$ cat src/rtl/fract_dec_phase_ctrl.sv
// Fractional-rate decimator phase controller: accumulates a 12-bit step per accepted
// input and emits a polyphase index on each carry. Optional macro: FRACT_DEC_PHASE_CTRL_STATS_EN.
module fract_dec_phase_ctrl #(
  parameter logic [7:0] SR_STEP = 8'd129,
  parameter logic [7:0] SR_CTRL = 8'd130
) (
  input  logic        i_clk,
  input  logic        i_rst_n,
  input  logic        i_set_stb,
  input  logic [7:0]  i_set_addr,
  input  logic [31:0] i_set_data,
  input  logic        i_din_vld,
  output logic        o_din_rdy,
  output logic        o_phase_vld,
  output logic [11:0] o_phase,
  input  logic        i_phase_rdy,
  output logic [11:0] o_step,
  output logic        o_active,
  output logic [31:0] o_rb_data
);

  typedef enum logic [1:0] {
    IDLE  = 2'd0,
    RUN   = 2'd1,
    DRAIN = 2'd2
  } state_t;

  state_t      state;
  state_t      state_nxt;
  logic        enable;
  logic        pending;
  logic [11:0] shadow;
  logic [11:0] acc;
  logic [12:0] sum;
  logic        step_wr;
  logic        ctrl_wr;
  logic        soft_clr;
  logic        accept;
  logic        handshake;
  logic        run_acc;
  logic        carry;
  logic        run_en;
  logic        apply_step;
  logic        phase_vld_nxt;
  logic        unused_data;

  assign unused_data = ^i_set_data[31:12];

  // Both streams use valid/ready: a transfer happens on a rising edge where valid and
  // ready are both high; valid holds its payload stable until that edge.
  assign accept    = i_din_vld && o_din_rdy;
  assign handshake = o_phase_vld && i_phase_rdy;

  assign step_wr  = i_set_stb && (i_set_addr == SR_STEP);
  assign ctrl_wr  = i_set_stb && (i_set_addr == SR_CTRL);
  assign soft_clr = ctrl_wr && i_set_data[1];

  assign run_en     = enable && (o_step != 12'd0);
  assign sum        = {1'b0, acc} + {1'b0, o_step};
  assign run_acc    = accept && (state == RUN) && !soft_clr;
  assign carry      = run_acc && sum[12];
  // The carry event is computed from the old step; the new step starts with the next input.
  assign apply_step = pending && ((state == IDLE) || carry);

  always_comb begin
    phase_vld_nxt = o_phase_vld;
    if (soft_clr)       phase_vld_nxt = 1'b0;
    else if (carry)     phase_vld_nxt = 1'b1;
    else if (handshake) phase_vld_nxt = 1'b0;
  end

  // FSM state register
  always_ff @(posedge i_clk or negedge i_rst_n) begin
    if (!i_rst_n) state <= IDLE;
    else          state <= state_nxt;
  end

  // FSM next-state logic
  always_comb begin
    state_nxt = state;
    case (state)
      IDLE:    if (run_en) state_nxt = RUN;
      RUN:     if (!run_en) state_nxt = phase_vld_nxt ? DRAIN : IDLE;
      DRAIN:   if (handshake) state_nxt = IDLE;
      default: state_nxt = IDLE;
    endcase
    if (soft_clr) state_nxt = IDLE;
  end

  // FSM outputs
  always_comb begin
    o_din_rdy = 1'b0;
    o_active  = 1'b0;
    case (state)
      IDLE:    o_din_rdy = 1'b1;
      RUN: begin
        o_din_rdy = !o_phase_vld || i_phase_rdy;
        o_active  = 1'b1;
      end
      DRAIN:   o_active = 1'b1;
      default: o_din_rdy = 1'b0;
    endcase
  end

  always_ff @(posedge i_clk or negedge i_rst_n) begin
    if (!i_rst_n) begin
      acc         <= 12'd0;
      o_phase_vld <= 1'b0;
      o_phase     <= 12'd0;
      enable      <= 1'b0;
    end else begin
      o_phase_vld <= phase_vld_nxt;
      if (carry) o_phase <= sum[11:0];
      if (ctrl_wr) enable <= i_set_data[0];
      if (soft_clr || (state == IDLE && state_nxt == RUN)) acc <= 12'd0;
      else if (run_acc) acc <= sum[11:0];
    end
  end

  // A write landing on the apply edge stays in the shadow and remains pending.
  always_ff @(posedge i_clk or negedge i_rst_n) begin
    if (!i_rst_n) begin
      o_step  <= 12'd0;
      shadow  <= 12'd0;
      pending <= 1'b0;
    end else begin
      if (apply_step) o_step <= shadow;
      if (step_wr) begin
        shadow  <= i_set_data[11:0];
        pending <= 1'b1;
      end else if (apply_step) begin
        pending <= 1'b0;
      end
    end
  end

`ifdef FRACT_DEC_PHASE_CTRL_STATS_EN
  always_ff @(posedge i_clk or negedge i_rst_n) begin
    if (!i_rst_n)       o_rb_data <= 32'd0;
    else if (soft_clr)  o_rb_data <= 32'd0;
    else if (handshake) o_rb_data <= o_rb_data + 32'd1;
  end
`else
  assign o_rb_data = 32'd0;
`endif

endmodule

$ cat config.mk
export PLATFORM = sky130hd
export DESIGN_NAME = fract_dec_phase_ctrl
export DESIGN_NICKNAME = d
export VERILOG_FILES = /design/src/rtl/fract_dec_phase_ctrl.sv
export SDC_FILE = /design/constraint.sdc
export NUM_CORES = 1
export LEC_CHECK = 0
export CAP_MARGIN = 10
export CORE_AREA = 5 5 85 87
export DETAILED_ROUTE_END_ITERATION = 10
export DIE_AREA = 0 0 90 92
export PLACE_DENSITY = 0.85
export SYNTH_ARGS = -nofsm -noshare
export SYNTH_HDL_FRONTEND = slang
export SYNTH_SLANG_ARGS = --single-unit
export TNS_END_PERCENT = 50
$ cat constraint.sdc
create_clock -name i_clk -period 8.8 [get_ports i_clk]
set_clock_uncertainty 0.15 [all_clocks]
set_input_delay 1.76 -clock i_clk [delete_from_list [all_inputs] [get_ports i_clk]]
set_output_delay 1.76 -clock i_clk [all_outputs]
set_load 0.05 [all_outputs]
==> impl_metrics.yaml <==
status:
  status: "finished, final reports clean"
grt:
  grt_antenna_before_repair: 0
  use_met1: 0.203
  grt_max_degree: 54
  grt_pass1_wl_mm: 10.5
  groute.usage.overall: 0.153
  globalRouteOverflowTotal: 0
  grt.met2_usage: 0.253
  first_global_vias: 2146
  met3_usage: 0.0385
  gr-max-usage-layer: "met2"
routing:
  wl_per_cell_um: 15.6
  vias: 2249
  finalWirelength_mm: 6.48
  firstDrtPassIters: 4
  drc: 0
  drt_iter0_drc: 198
  ant_nets: 0
  routed_via_density: 5.42
sta:
  period_share: 0.594
  slew_headroom: 0.558
  fin_setup_tns_ns: 0
  layout_setup_ws_ns: 3.57
  fin_crit_ns: 5.23
  tightest_slew_ns: 0.663
  hold_violations: 0
  maxSlewViolCount: 0
  max_clock_freq_mhz: 191
  setup_viol_count_final: 0
  rsz0062_at_grt: "false"
job:
  maxCapViolations: 0
placed_design:
  place_hpwl_mm: 4.96
  place.gp.congestion: 0.866
  dp.cells: 407
  pre_cts_slack_ns: 3.56
  port-buffer-count: 51
cells_and_area:
  layout_commonest_cell: "dfrtp_1"
  finalNonFillerCells: 415
  antennaDiodeCount: 0
  final_cell_mix: "53 x dfrtp_1, 50 x clkdlybuf4s50_1, 32 x conb_1, 24 x mux2_2, 16 x ha_1"
  final_nets: 399
  area_growth_pct: 18.2
  fin_util: 0.581
  layout-drive-gt1-share: 0.118
clock_tree:
  post_cts_buffers: 0
  cts-htree-levels: 2
  cts_tree: "built"
  cts_buffer_depth: 2
  path_clk_slew_ns: 0.10
  numCtsBuffers: 5
  clockRootBuffer: "clkbuf_8"
  cts_resized: 0
  hold_buffers: 0
  clk_latency_ns: 0.30
  clock_sinks: 53
yosys:
  synthArstFlopShare: 1.00
  synth_cell_types: 46
  synth_ff_type: "dfrtp_1"
  ys_seq_area_frac: 0.429
  ys.warnings.count: 0
  syn_inst: 283
  synth_edf_count: 0
  synth_area_per_cell_um2: 10.9
  ys_ff_latch: 53
  syn_area_um2: 3090
power:
  worst_ir_drop_vdd_mv: 0.126
  p_leak_nw: 1.88
  powerDensity_nw_per_um2: 169
setup_path:
  cp_data_arrival_time_ns: 3.32
  cp-end-kind: "output pin"
  critical_path_class: "in -> out"
  worstPathRequired_ns: 6.89
  cp_max_fo: 4
  crit_path_start_kind: "primary input"
floorplan:
  coreArea_um2: 6280
  die_y_um: 92
  row_count: 29
  ios: 104
  die_area_um2: 8280
  die_w_um: 90
  initial_core_util: 0.492
hold_path:
  hold_class: "reg -> reg"
[sequential cells by signal (all words and copies together), names as in the netlist]
signal	cells
o_phase_vld	1
o_phase	12
shadow	12
state	2
o_step	12
enable	1
pending	1
acc	12
[through the flow]
| step | total power, mW | cell area, um2 | hold slack [ns] |
|---|---|---|---|
| final | 0.618 | 3650 | 0.350 |
| after global routing | 0.651 | 3650 | 0.377 |
| after floorplan | 0.439 | 3200 | 0.309 |
| after CTS | 0.621 | 3650 | 0.350 |
| after detailed placement | 0.485 | 3560 | 0.322 |
| after global placement | 0.479 | 3560 | 0.317 |
[critical path, cell delays in order]
cell,delay (ns)
clkdlybuf4s50_1,0.47
nand2b_1,0.17
a21o_1,0.13
clkdlybuf4s50_1,0.79
[power breakdown]
part / internal (mW) / total (mW) / switching (mW)
combinational: 0.0718 / 0.209 / 0.137
clock: 0.0562 / 0.137 / 0.0808
sequential: 0.260 / 0.272 / 0.0119
[logic make-up after synthesis]
| kind of cell | share of synthesized area |
|---|---|
| other | 0.00121 |
| DFF | 0.429 |
| AOI/OAI and AO/OA | 0.137 |
| and+or+nand+nor | 0.0968 |
| muxes | 0.143 |
| buffers and inverters | 0.0985 |
| xor gates and xnor gates | 0.0227 |
| adders and majority gates | 0.0713 |
[synth_stat cells (3+ instances only)]
cell type | count | area [um2]
clkbuf_1 | 3 | 11.3
o21ai_0 | 11 | 55.1
mux2i_1 | 6 | 60.1
dfrtp_1 | 53 | 1330
inv_1 | 8 | 30.0
a21o_1 | 7 | 52.6
a211oi_1 | 6 | 45.0
nand2b_1 | 7 | 43.8
o21a_1 | 3 | 22.5
mux2_2 | 24 | 270
a21oi_1 | 15 | 75.1
nand2_1 | 10 | 37.5
nor2_1 | 10 | 37.5
nand4_1 | 3 | 18.8
nand3_1 | 4 | 20.0
o211ai_1 | 3 | 22.5
nor4_1 | 4 | 25.0
buf_2 | 3 | 15.0
nor3_1 | 11 | 55.1
ha_1 | 16 | 200
xnor2_1 | 5 | 43.8
xor2_1 | 3 | 26.3
mux2_1 | 10 | 113
buf_4 | 33 | 248
[per-layer routing]
| metal | vias up | part of all wire |
|---|---|---|
| li1 | 1066 | - |
| met1 | 1078 | 0.43 |
| met2 | 99 | 0.48 |
| met3 | 6 | 0.084 |
| met4 | 0 | 0.0093 |
| met5 | - | 0 |
[path summary, 6_finish.rpt]
kind / start / endpoint / slack (ns) / cells past startpoint
worst max-delay path: i_phase_rdy / o_din_rdy / 3.57 / 4
worst min-delay path: shadow[2] / o_step[2] / 0.35 / 1
worst max register to register: o_step[0] / o_step[1] / 5.50 / 8
worst min register to register: shadow[2] / o_step[2] / 0.35 / 1
max in group asynchronous: i_rst_n / o_step[7] / 6.65 / 2
min in group asynchronous: i_rst_n / shadow[3] / 1.41 / 2
[final cells by class]
| cell class | count | area (um2) |
|---|---|---|
| fillers | 544 | 2630 |
| repair buffers | 55 | 536 |
| flip-flops and latches | 53 | 1330 |
| well taps | 77 | 96.3 |
| multi-input cells | 214 | 1570 |
| clock inverters | 2 | 15.0 |
| clock buffers | 6 | 72.6 |
| inverters | 8 | 30.0 |
Power figures use the tool's default switching activity.
